### src/rtl/bp_lce_resp_arbiter_n.sv
// N-source buffered arbiter for the LCE-to-CCE response channel.
// Each source has its own FIFO; grant is fixed-priority with starvation promotion or round-robin.
module bp_lce_resp_arbiter_n #(
  parameter  int num_src_p      = 2,
  parameter  int data_width_p   = 64,
  parameter  int fifo_els_p     = 2,
  parameter  int rr_mode_p      = 0,
  parameter  int starve_limit_p = 8,
  localparam int id_width_lp    = (num_src_p > 1) ? $clog2(num_src_p) : 1
) (
  input  logic                              clk_i,
  input  logic                              reset_i,
  input  logic [num_src_p*data_width_p-1:0] src_data_i,
  input  logic [num_src_p-1:0]              src_v_i,
  output logic [num_src_p-1:0]              src_ready_o,
  output logic [data_width_p-1:0]           resp_o,
  output logic                              resp_v_o,
  input  logic                              resp_ready_i,
  output logic [id_width_lp-1:0]            grant_id_o,
  output logic [num_src_p-1:0]              starved_o
);

  localparam int ptr_w_lp    = (fifo_els_p > 1) ? $clog2(fifo_els_p) : 1;
  localparam int cnt_w_lp    = $clog2(fifo_els_p + 1);
  localparam int starve_w_lp = $clog2(starve_limit_p + 1);

  logic [num_src_p-1:0]                   nonempty;
  logic [num_src_p-1:0]                   starved;
  logic [num_src_p-1:0]                   deq;
  logic [num_src_p-1:0][data_width_p-1:0] head_data;

  logic                   lock_reg;
  logic [id_width_lp-1:0] lock_id_reg;
  logic [id_width_lp-1:0] rr_ptr_reg;
  logic [id_width_lp-1:0] arb_id;
  logic [id_width_lp-1:0] grant;
  logic                   handshake;

  genvar gi;
  generate
    for (gi = 0; gi < num_src_p; gi++) begin : g_src
      logic [data_width_p-1:0] mem_reg [fifo_els_p];
      logic [ptr_w_lp-1:0]     rd_ptr_reg;
      logic [ptr_w_lp-1:0]     wr_ptr_reg;
      logic [cnt_w_lp-1:0]     count_reg;
      logic [cnt_w_lp-1:0]     count_next;
      logic                    ready_reg;
      logic                    enq;
      logic [starve_w_lp-1:0]  starve_reg;

      assign enq            = src_v_i[gi] & ready_reg;
      assign nonempty[gi]   = (count_reg != '0);
      assign head_data[gi]  = mem_reg[rd_ptr_reg];
      assign deq[gi]        = handshake & (grant == id_width_lp'(gi));
      assign src_ready_o[gi] = ready_reg;
      assign starved[gi]    = (starve_reg == starve_w_lp'(starve_limit_p));

      always_comb begin
        count_next = count_reg;
        if (enq && !deq[gi])
          count_next = count_reg + 1'b1;
        else if (!enq && deq[gi])
          count_next = count_reg - 1'b1;
      end

      // Storage has no reset so it can map onto plain RAM; pointers define validity.
      always_ff @(posedge clk_i) begin
        if (enq)
          mem_reg[wr_ptr_reg] <= src_data_i[gi*data_width_p +: data_width_p];
      end

      always_ff @(posedge clk_i) begin
        if (reset_i) begin
          rd_ptr_reg <= '0;
          wr_ptr_reg <= '0;
          count_reg  <= '0;
          ready_reg  <= 1'b0;
        end else begin
          count_reg <= count_next;
          ready_reg <= (count_next != cnt_w_lp'(fifo_els_p));
          if (enq)
            wr_ptr_reg <= (wr_ptr_reg == ptr_w_lp'(fifo_els_p - 1)) ? '0 : wr_ptr_reg + 1'b1;
          if (deq[gi])
            rd_ptr_reg <= (rd_ptr_reg == ptr_w_lp'(fifo_els_p - 1)) ? '0 : rd_ptr_reg + 1'b1;
        end
      end

      always_ff @(posedge clk_i) begin
        if (reset_i || (rr_mode_p != 0))
          starve_reg <= '0;
        else if (!nonempty[gi] || deq[gi])
          starve_reg <= '0;
        else if (starve_reg != starve_w_lp'(starve_limit_p))
          starve_reg <= starve_reg + 1'b1;
      end
    end
  endgenerate

  always_comb begin
    logic found;
    arb_id = '0;
    found  = 1'b0;
    if (rr_mode_p != 0) begin
      // Two passes: at/above the pointer first, then wrap to the lowest index.
      for (int j = 0; j < num_src_p; j++) begin
        if (!found && nonempty[j] && (j >= int'(rr_ptr_reg))) begin
          arb_id = id_width_lp'(j);
          found  = 1'b1;
        end
      end
      for (int j = 0; j < num_src_p; j++) begin
        if (!found && nonempty[j]) begin
          arb_id = id_width_lp'(j);
          found  = 1'b1;
        end
      end
    end else if (|(starved & nonempty)) begin
      for (int j = 0; j < num_src_p; j++) begin
        if (!found && starved[j] && nonempty[j]) begin
          arb_id = id_width_lp'(j);
          found  = 1'b1;
        end
      end
    end else begin
      for (int j = 0; j < num_src_p; j++) begin
        if (!found && nonempty[j]) begin
          arb_id = id_width_lp'(j);
          found  = 1'b1;
        end
      end
    end
  end

  assign grant      = lock_reg ? lock_id_reg : arb_id;
  assign resp_v_o   = |nonempty;
  assign resp_o     = head_data[grant];
  assign grant_id_o = grant;
  assign starved_o  = starved;
  assign handshake  = resp_v_o & resp_ready_i;

  // A stalled offer is pinned until it handshakes, so nothing can preempt it.
  always_ff @(posedge clk_i) begin
    if (reset_i) begin
      lock_reg    <= 1'b0;
      lock_id_reg <= '0;
      rr_ptr_reg  <= '0;
    end else begin
      lock_reg    <= resp_v_o & ~resp_ready_i;
      lock_id_reg <= grant;
      if (handshake && (rr_mode_p != 0))
        rr_ptr_reg <= (grant == id_width_lp'(num_src_p - 1)) ? '0 : grant + 1'b1;
    end
  end

endmodule

### config.mk
export PLATFORM = sky130hd
export DESIGN_NAME = bp_lce_resp_arbiter_n
export DESIGN_NICKNAME = d
export VERILOG_FILES = /design/src/rtl/bp_lce_resp_arbiter_n.sv
export SDC_FILE = /design/constraint.sdc
export NUM_CORES = 1
export LEC_CHECK = 0
export ABC_AREA = 1
export ABC_CLOCK_PERIOD_IN_PS = 5000
export CAP_MARGIN = 10
export CORE_UTILIZATION = 50
export DETAILED_ROUTE_END_ITERATION = 8
export GPL_ROUTABILITY_DRIVEN = 0
export HOLD_SLACK_MARGIN = 0.15
export PLACE_DENSITY = 0.84
export REMOVE_ABC_BUFFERS = 1
export SYNTH_ARGS = -nofsm -noshare
export SYNTH_HDL_FRONTEND = slang
export SYNTH_SLANG_ARGS = --single-unit
### constraint.sdc
create_clock -name clk_i -period 5 [get_ports clk_i]
set_input_delay 1 -clock clk_i [delete_from_list [all_inputs] [get_ports clk_i]]
set_output_delay 1 -clock clk_i [all_outputs]
set_load 0.05 [all_outputs]
==> flow_summary.json, run 1 <==
{
  "finalHoldViolCount": 0,
  "ys_seq_area_frac": 0.7124,
  "critPathCaptureType": "output port",
  "cts_inserted_buffers": 28,
  "post_cts_resized": 0,
  "core_area_sq_um": 22090,
  "p_leak_nw": 5.018,
  "setup_viol": 0,
  "synth_common_cells": "edfxtp_1 (256), nand2_1 (93), inv_1 (87)",
  "p_clk_frac": 0.227,
  "grt_max_degree": 65,
  "tightest_slew_ns": 0.9860,
  "synth_cell_types": 28,
  "rows": 54,
  "yosysMostFrequentCell": "edfxtp_1",
  "cp_data_required_time_ns": 4.00,
  "max_slew_margin": 0.3411,
  "synth_top_cell_area_share": 0.6738,
  "synth_top_area_cell": "edfxtp_1",
  "path_cells": "inv_1, ha_1, nand2_1, nor2_4, nand2_1, nand2_1, nand2_2, nand2_8, buf_4, o211ai_2, o21ai_2, clkdlybuf4s50_1",
  "seqPwrFrac": 0.334,
  "instances_no_fill": 1256,
  "grt_first_pass_wirelength_mm": 36.22,
  "cts_tree": "built",
  "ant_nets": 0,
  "clock-sinks": 278,
  "p_int_mw": 5.554,
  "placed_cells": 1202,
  "dieWidth_microns": 153.1,
  "switching_share": 0.4021,
  "chipHeight_microns": 153.1,
  "syn_inst": 748,
  "min_period_over_period": 0.9217,
  "track_usage": 0.1992,
  "clock_skew_ns": 0.01062,
  "layout-drive-gt1-share": 0.1817,
  "max_freq_ghz": 0.2170,
  "period_minus_slack_ns": 4.609,
  "routed_wl_mm": 23.27,
  "cts_root_buffer": "clkbuf_16",
  "avgViaCountPerCell": 5.259,
  "cpPeakStageDelay_ns": 0.84,
  "die-area_sq_um": 23430,
  "cts_buffer_depth": 3,
  "htreeDepth": 1,
  "wl_per_cell_microns": 18.53,
  "portBuffers": 202,
  "drt_first_pass_iters": 4,
  "worst-setup-path-type": "flip-flop to output port",
  "cts_hold_buf": 0,
  "clkTransAtPathRegs_ns": 0.06,
  "power.density_nw_per_um2": 634.4,
  "synth-edff-count": 256,
  "crit_fanout": 64,
  "postCtsSetupBuffers": 0,
  "ioPinCount": 203,
  "clk_latency_ns": 0.52,
  "grt_pass1_vias": 6912,
  "p_switching_mw": 3.735,
  "synthesis.area_sq_um": 11410,
  "drc_errors": 0,
  "outcome": "finished, final reports clean",
  "dpl.hpwl_mm": 14.85,
  "avgSynthCellArea_sq_um": 15.25,
  "largest_reg_flops": 256,
  "critPathSlowestCell": "clkdlybuf4s50_1",
  "overflow": 0,
  "ys_ff_latch": 278,
  "async_flop_share": 0,
  "yosys_warnings": 0,
  "antenna_found_initial": 2,
  "grt_setup_unrepaired": "no",
  "arrival_ns": 3.61,
  "vdd.ir_drop.worst_uv": 455.8,
  "p_total_mw": 9.289,
  "vias": 6605,
  "crit_top_cell": "nand2_1",
  "synthFlopType": "edfxtp_1",
  "area_growth_pct": 28.33,
  "num-nets-final": 1091,
  "maxSlewViolCount": 0,
  "min_path_type": "flip-flop to flip-flop",
  "pwr-share-comb": 0.439,
  "rrSetupSlack_ns": 2.81,
  "startpoint_type": "flip-flop",
  "final_util": 0.6627,
  "synth_area_leaders": "edfxtp_1 (67%), o211ai_2 (6.0%), mux2i_1 (5.6%)",
  "start_util": 0.5164,
  "drv_cap": 0,
  "drtIter0Drc": 350
}
## worst max-delay path: cells and delay by family, from the launching register on
family                   cells  cell delay, ns
AND/OR/NAND/NOR              6            0.92
flip-flops                   1            0.34
adder cells (fa/ha/maj)      1            0.14
AO/OA/AOI/OAI                2            0.22
buffers and inverters        3            1.37
## layer usage
metal | wire (microns) | track usage
met1 | 9150 | 0.2300
met2 | 12140 | 0.3677
met3 | 1471 | 0.04536
met4 | 497 | 0.05724
met5 | 13 | 0
## worst paths after layout
| path | start | to | cells after the start |
|---|---|---|---|
| worst max-delay path | g_src[1].starve_reg[0] | resp_o[24] | 12 |
| worst min-delay path | g_src[1].rd_ptr_reg | g_src[1].rd_ptr_reg | 1 |
| worst max register to register | g_src[1].starve_reg[0] | g_src[1].ready_reg | 13 |
| worst min register to register | g_src[1].rd_ptr_reg | g_src[1].rd_ptr_reg | 1 |
## metrics by stage
| stage | setup slack (ns) | TNS (ns) | cell area, sq um | hold WS (ns) |
|---|---|---|---|---|
| global placement | 1.058 | 0 | 13670 | 0.4355 |
| detailed placement | 0.9512 | 0 | 13670 | 0.4604 |
| CTS | 0.4035 | 0 | 14640 | 0.4765 |
| global route | 0.1636 | 0 | 14640 | 0.4975 |
| floorplan | -0.005223 | -0.02089 | 11090 | 0.4353 |
| finish | 0.3915 | 0 | 14640 | 0.4820 |
## cells by family (layout without fill, tap and decap cells)
group	Yosys count	after routing	share of synthesized area
multiplexers	64	64	0.05615
AO/OA/AOI/OAI	139	139	0.1172
XOR/XNOR	5	5	0.003839
AND/OR/NAND/NOR	130	130	0.04704
other	0	2	0
flip-flops	278	278	0.7124
adder cells (fa/ha/maj)	6	6	0.006579
buffers and inverters	126	352	0.05680
## placed cells by master (no fill, tap or decap)
| cell type | instances |
|---|---|
| nand4_1 | 1 |
| nand2_8 | 1 |
| o21ai_0 | 4 |
| nor2_1 | 8 |
| nand2_1 | 93 |
| o211ai_2 | 55 |
| mux2i_1 | 64 |
| xnor2_1 | 2 |
| o211ai_1 | 9 |
| a21oi_1 | 10 |
| nand2_2 | 3 |
| buf_12 | 7 |
| clkinv_1 | 2 |
| clkinv_2 | 4 |
| inv_1 | 87 |
| o21ai_1 | 6 |
| nor3_1 | 4 |
| buf_4 | 3 |
| clkbuf_16 | 29 |
| nor2_4 | 5 |
| clkbuf_1 | 5 |
| o21ai_2 | 55 |
| diode_2 | 2 |
| nand3_1 | 15 |
| dfxtp_1 | 20 |
| ha_1 | 6 |
| dfxtp_4 | 2 |
| xor2_1 | 3 |
| bufinv_16 | 1 |
| clkbuf_8 | 12 |
| clkdlybuf4s50_1 | 202 |
| edfxtp_1 | 256 |
## final cells by class
class,count,area [sq um]
Sequential cell,278,8135
Fill cell,1502,7452
Multi-Input combinational cell,344,2673
Timing Repair Buffer,212,2185
Clock buffer,46,909.6
Tap cell,280,350.3
Inverter,88,330.3
Clock inverter,6,53.80
Antenna cell,2,5.005
## power groups by stage
stage                     registers [mW]  logic (mW)  clock network (mW)
after global routing                3.13        4.29                2.23
after detailed placement            3.15        4.11                   0
final                               3.10        4.08                2.11
after global placement              3.14        4.05                   0
after floorplan                     3.23        2.71                   0
after CTS                           3.11        4.12                2.15
No activity file was read; power rests on OpenSTA's default activity.
==> run 2, diff against run 1 <==
--- a/config.mk
+++ b/config.mk
@@ -5,14 +5,14 @@
 export SDC_FILE = /design/constraint.sdc
 export NUM_CORES = 1
 export LEC_CHECK = 0
-export ABC_AREA = 1
 export ABC_CLOCK_PERIOD_IN_PS = 5000
 export CAP_MARGIN = 10
+export CORE_ASPECT_RATIO = 2
 export CORE_UTILIZATION = 50
 export DETAILED_ROUTE_END_ITERATION = 8
 export GPL_ROUTABILITY_DRIVEN = 0
 export HOLD_SLACK_MARGIN = 0.15
-export PLACE_DENSITY = 0.84
+export PLACE_DENSITY = 0.85
 export REMOVE_ABC_BUFFERS = 1
 export SYNTH_ARGS = -nofsm -noshare
 export SYNTH_HDL_FRONTEND = slang
==> flow_summary.json, run 2 <==
{
  "grt_first_pass_wirelength_mm": 35.47,
  "chipHeight_microns": 210.7,
  "startpoint_type": "flip-flop",
  "cts_tree": "built",
  "crit_path_start": "g_src[0].starve_reg[0]",
  "period_minus_slack_ns": 4.607,
  "yosys_warnings": 0,
  "dieWidth_microns": 106.4,
  "synthFlopType": "edfxtp_1",
  "synth_cell_types": 40,
  "min_path_type": "flip-flop to flip-flop",
  "synth_xor_area_frac": 0.01092,
  "p_clk_frac": 0.249,
  "clk_latency_ns": 0.52,
  "core_area_sq_um": 21490,
  "grt_max_degree": 65,
  "finalHoldViolCount": 0,
  "start_util": 0.5067,
  "ys_ff_latch": 278,
  "wl_per_cell_microns": 21.59,
  "synth_simple_gate_area_share": 0.02367,
  "drc_errors": 0,
  "clock_skew_ns": 0.01442,
  "rrSetupSlack_ns": 2.91,
  "synth_top_cell_area_share": 0.7060,
  "pwr-share-comb": 0.366,
  "htreeDepth": 1,
  "regToRegStartpoint": "g_src[0].ready_reg",
  "yosysMostFrequentCell": "edfxtp_1",
  "critPathCaptureType": "output port",
  "cts_inserted_buffers": 23,
  "switching_share": 0.3522,
  "grt_pass1_vias": 6501,
  "final_util": 0.6543,
  "layout-drive-gt1-share": 0.07160,
  "syn_inst": 596,
  "portBuffers": 202,
  "async_flop_share": 0,
  "p_leak_nw": 4.506,
  "clock-sinks": 278,
  "final_cell_mix": "edfxtp_1 (256), clkdlybuf4s50_1 (202), mux2i_1 (193)",
  "max_slew_margin": 0.3169,
  "worstHoldStart": "g_src[0].starve_reg[1]",
  "drtIter0Drc": 241,
  "ioPinCount": 203,
  "rr_worst_depth": 3,
  "drt_first_pass_iters": 4,
  "p_switching_mw": 2.645,
  "num-nets-final": 949,
  "min_period_over_period": 0.9213,
  "dpl.hpwl_mm": 15.95,
  "area_growth_pct": 29.14,
  "antenna_found_initial": 11,
  "tightest_slew_ns": 1.025,
  "routed_wl_mm": 23.92,
  "overflow": 0,
  "synth-compound-area-share": 0.01517,
  "whs_ns": 0.5101,
  "postCtsSetupBuffers": 0,
  "ys_seq_area_frac": 0.7464,
  "clkTransAtPathRegs_ns": 0.06,
  "hold_depth": 2,
  "outcome": "finished, final reports clean",
  "crit_fanout": 27,
  "cts_buffer_depth": 3,
  "vias": 5963,
  "p_int_mw": 4.864,
  "arrival_ns": 3.61,
  "reg2reg_to": "g_src[0].mem_reg[0][31]",
  "hold_end": "g_src[0].starve_reg[1]",
  "maxSlewViolCount": 0,
  "synthesis.area_sq_um": 10890,
  "track_usage": 0.2150,
  "seqPwrFrac": 0.385,
  "synth_fa_ha_area_frac": 0.006894,
  "ant_nets": 0,
  "cts_hold_buf": 0,
  "max_freq_ghz": 0.2171,
  "rows": 76,
  "avgSynthCellArea_sq_um": 18.27,
  "setup_viol": 0,
  "synth-edff-count": 256,
  "power.density_nw_per_um2": 534.0,
  "drv_cap": 0,
  "grt_setup_unrepaired": "no",
  "cp_data_required_time_ns": 4.00,
  "cts_root_buffer": "clkbuf_16",
  "post_cts_resized": 0,
  "synth_common_cells": "edfxtp_1 (256), mux2i_1 (193), dfxtp_1 (22)",
  "synth_top_area_cell": "edfxtp_1",
  "synth_top_family_by_area": "multiplexers",
  "layout_commonest_cell": "edfxtp_1",
  "synth_area_leaders": "edfxtp_1 (71%), mux2i_1 (18%), dfxtp_1 (4.0%)",
  "yosys-mux-area-fraction": 0.1788,
  "vdd.ir_drop.worst_uv": 370.9,
  "largest_reg_flops": 256,
  "die-area_sq_um": 22410,
  "avgViaCountPerCell": 5.382,
  "worst-setup-path-type": "flip-flop to output port"
}
==> run 2: layout make-up <==
class	count	area, sq um
well taps	273	341.6
multi-input cells	280	2589
clock inverters	12	181.4
fillers	1548	7428
repair buffers	213	2142
clock buffers	27	590.6
diodes	11	27.53
inverters	14	55.05
flip-flops and latches	278	8135
==> run 2: worst max path at each step <==
stage	to	slack (ns)	cells past startpoint
floorplan	resp_o[0]	-0.57	8
global placement	resp_o[62]	0.96	10
detailed placement	resp_o[62]	0.90	10
CTS	resp_o[62]	0.35	10
global route	resp_o[61]	0.21	10
finish	resp_o[62]	0.39	10
==> run 2: through the flow <==
step	setup slack, ns	cell area (sq um)	cells	TNS, ns	total power, mW
2_1_floorplan	-0.5661	10750	572	-36.23	4.861
3_3_place_gp	0.9645	13260	1058	0	5.662
3_5_place_dp	0.9013	13260	1058	0	5.702
4_1_cts	0.3487	14030	1097	0	7.580
5_1_grt	0.2128	14060	1108	0	7.766
6_report	0.3935	14060	1108	0	7.509
==> run 2: critical path: stages, from the launching register on <==
cell             delay [ns]
dfxtp_1                0.35
inv_1                  0.08
ha_1                   0.23
nand3b_4               0.11
inv_2                  0.07
nor2_1                 0.19
o21ai_1                0.15
nand2_4                0.39
buf_12                 0.28
mux2i_1                0.34
clkdlybuf4s50_1        0.86
==> run 2: power groups by stage <==
stage	registers (mW)	clock network (mW)	logic, mW
after detailed placement	2.95	0	2.76
after global routing	2.91	1.99	2.86
after floorplan	2.95	0	1.91
after CTS	2.90	1.91	2.77
after global placement	2.94	0	2.73
final	2.89	1.87	2.75
==> run 2: layer usage <==
layer	track usage	up-vias	share of wire
met2	0.4149	176	0.58
met5	0	-	0
li1	-	2744	-
met4	0.1365	0	0.053
met3	0.03116	66	0.040
met1	0.2066	2977	0.32
==> run 2: cells by family (layout without fill, tap and decap cells) <==
| family | Yosys count | count (layout) |
|---|---|---|
| flops | 278 | 278 |
| mux | 194 | 194 |
| simple gates | 50 | 50 |
| buf+inv | 38 | 266 |
| compound gates | 18 | 18 |
| xor+xnor | 12 | 12 |
| fa+ha+maj | 6 | 6 |
| other cells | 0 | 11 |
==> run 3, diff against run 2 <==
--- a/config.mk
+++ b/config.mk
@@ -8,11 +8,11 @@
 export ABC_CLOCK_PERIOD_IN_PS = 5000
 export CAP_MARGIN = 10
 export CORE_ASPECT_RATIO = 2
-export CORE_UTILIZATION = 50
+export CORE_UTILIZATION = 52
 export DETAILED_ROUTE_END_ITERATION = 8
 export GPL_ROUTABILITY_DRIVEN = 0
 export HOLD_SLACK_MARGIN = 0.15
-export PLACE_DENSITY = 0.85
+export PLACE_DENSITY = 0.88
 export REMOVE_ABC_BUFFERS = 1
 export SYNTH_ARGS = -nofsm -noshare
 export SYNTH_HDL_FRONTEND = slang
==> flow_summary.json, run 3 (same netlist as run 2, synthesis figures left out) <==
{
  "avgViaCountPerCell": 5.376,
  "hold_end": "g_src[0].starve_reg[1]",
  "cts_root_buffer": "clkbuf_16",
  "clock_skew_ns": 0.01745,
  "critPathCaptureType": "output port",
  "path_cells": "inv_1, ha_1, nand3b_4, inv_2, nor2_1, o21ai_1, nand2_4, buf_4, mux2i_1, clkdlybuf4s50_1",
  "cts_tree": "built",
  "setup_viol": 0,
  "core_area_sq_um": 20460,
  "dieWidth_microns": 104.3,
  "htreeDepth": 1,
  "track_usage": 0.2124,
  "cpPeakStageDelay_ns": 0.84,
  "post_cts_resized": 0,
  "largest_reg_flops": 256,
  "rrSetupSlack_ns": 3.04,
  "cp_data_required_time_ns": 4.00,
  "min_period_over_period": 0.9270,
  "maxSlewViolCount": 0,
  "pwr-share-comb": 0.370,
  "vdd.ir_drop.worst_uv": 402.2,
  "layout_commonest_cell": "edfxtp_1",
  "antenna_found_initial": 9,
  "worstHoldStart": "g_src[0].starve_reg[1]",
  "ant_nets": 0,
  "regToRegStartpoint": "g_src[1].ready_reg",
  "hold_depth": 2,
  "cts_inserted_buffers": 23,
  "overflow": 0,
  "period_minus_slack_ns": 4.635,
  "grt_setup_unrepaired": "no",
  "vias": 5898,
  "tightest_slew_ns": 1.005,
  "p_leak_nw": 4.494,
  "grt_max_degree": 65,
  "num-nets-final": 947,
  "p_int_mw": 4.816,
  "die-area_sq_um": 21560,
  "worst-setup-path-type": "flip-flop to output port",
  "reg2reg_to": "g_src[1].mem_reg[0][54]",
  "dpl.hpwl_mm": 15.58,
  "arrival_ns": 3.63,
  "power.density_nw_per_um2": 531.0,
  "p_total_mw": 7.453,
  "instances_no_fill": 1097,
  "min_path_type": "flip-flop to flip-flop",
  "finalHoldViolCount": 0,
  "worst-path-buf-inv": 4,
  "clk_latency_ns": 0.50,
  "crit_fanout": 24,
  "p_switching_mw": 2.638,
  "clkTransAtPathRegs_ns": 0.07,
  "seqPwrFrac": 0.385,
  "rows": 74,
  "cts_buffer_depth": 3,
  "cts_hold_buf": 0,
  "drt_first_pass_iters": 4,
  "drtIter0Drc": 236,
  "path_delay_family": "buffers and inverters",
  "drv_cap": 0,
  "p_clk_frac": 0.244,
  "placed_cells": 1049,
  "routed_wl_mm": 23.10,
  "max_freq_ghz": 0.2158,
  "setup-tns-final_ns": 0,
  "switching_share": 0.3539,
  "wl_per_cell_microns": 21.06,
  "max_slew_margin": 0.3283,
  "startpoint_type": "flip-flop",
  "grt_first_pass_wirelength_mm": 33.96,
  "grt_pass1_vias": 6244,
  "clock-sinks": 278,
  "area_growth_pct": 28.91,
  "ioPinCount": 203,
  "postCtsSetupBuffers": 0,
  "final_cell_mix": "edfxtp_1 (256), clkdlybuf4s50_1 (202), mux2i_1 (193)",
  "critPathSlowestCell": "clkdlybuf4s50_1",
  "layout-drive-gt1-share": 0.07412,
  "portBuffers": 202,
  "rr_worst_depth": 3,
  "chipHeight_microns": 206.7,
  "outcome": "finished, final reports clean",
  "drc_errors": 0,
  "start_util": 0.5322,
  "fill_cells": 1314
}
## run 3: cell types whose count changed in the layout (fill, tap and decap cells not counted), moves of 3 or more
cell	change
buf_4	-3
clkinv_1	-3
clkinv_2	+3
diode_2	-3
## run 3: per-layer routing
metal	wire length (microns)	GRT usage	share of wire	vias up
met5	24	0	0.0010	-
met4	1184	0.1224	0.051	4
met3	913	0.02983	0.040	59
met2	13330	0.4186	0.58	172
met1	7648	0.2075	0.33	2935
li1	-	-	-	2728
## run 3: final cells by class
type	instances	area, sq um	share of cell area
Clock inverter	13	171.4	0.01221
Antenna cell	8	20.02	0.001426
Tap cell	266	332.8	0.02371
Clock buffer	27	590.6	0.04207
Multi-Input combinational cell	280	2592	0.1847
Sequential cell	278	8135	0.5796
Timing Repair Buffer	211	2140	0.1524
Inverter	14	55.05	0.003922
## run 3: stage by stage
| stage | setup WS, ns | utilization | instance area (sq um) | hold slack [ns] |
|---|---|---|---|---|
| final | 0.3651 | 0.6860 | 14040 | 0.4963 |
| after global routing | 0.2088 | 0.6859 | 14030 | 0.5253 |
| after CTS | 0.3603 | 0.6850 | 14020 | 0.4914 |
| after detailed placement | 0.9164 | 0.6478 | 13260 | 0.4819 |
| after global placement | 1.044 | 0.6478 | 13260 | 0.4769 |
| after floorplan | -0.5661 | - | 10750 | 0.4564 |
## run 3: power groups by stage
stage / combinational, mW / clock, mW / sequential (mW)
2_1_floorplan: 1.91 / 0 / 2.95
3_3_place_gp: 2.73 / 0 / 2.92
3_5_place_dp: 2.77 / 0 / 2.93
4_1_cts: 2.78 / 1.85 / 2.88
5_1_grt: 2.87 / 1.94 / 2.89
6_report: 2.76 / 1.82 / 2.87
## run 3: tightest hold or removal path, cell delays in order, from the launching register on
cell and delay, ns:
dfxtp_1 0.34, nand2_1 0.06, a21oi_1 0.05
## run 3: worst max path at each step
stage            endpoint                    from  depth (start not counted)  slack (ns)
4_1_cts         resp_o[3]  g_src[0].starve_reg[0]                         10        0.36
3_3_place_gp   resp_o[13]  g_src[0].starve_reg[0]                         10        1.04
3_5_place_dp    resp_o[2]  g_src[0].starve_reg[0]                         10        0.92
5_1_grt         resp_o[2]  g_src[0].starve_reg[0]                         10        0.21
6_report        resp_o[2]  g_src[0].starve_reg[0]                         10        0.37
2_1_floorplan   resp_o[0]  g_src[0].starve_reg[0]                          8       -0.57
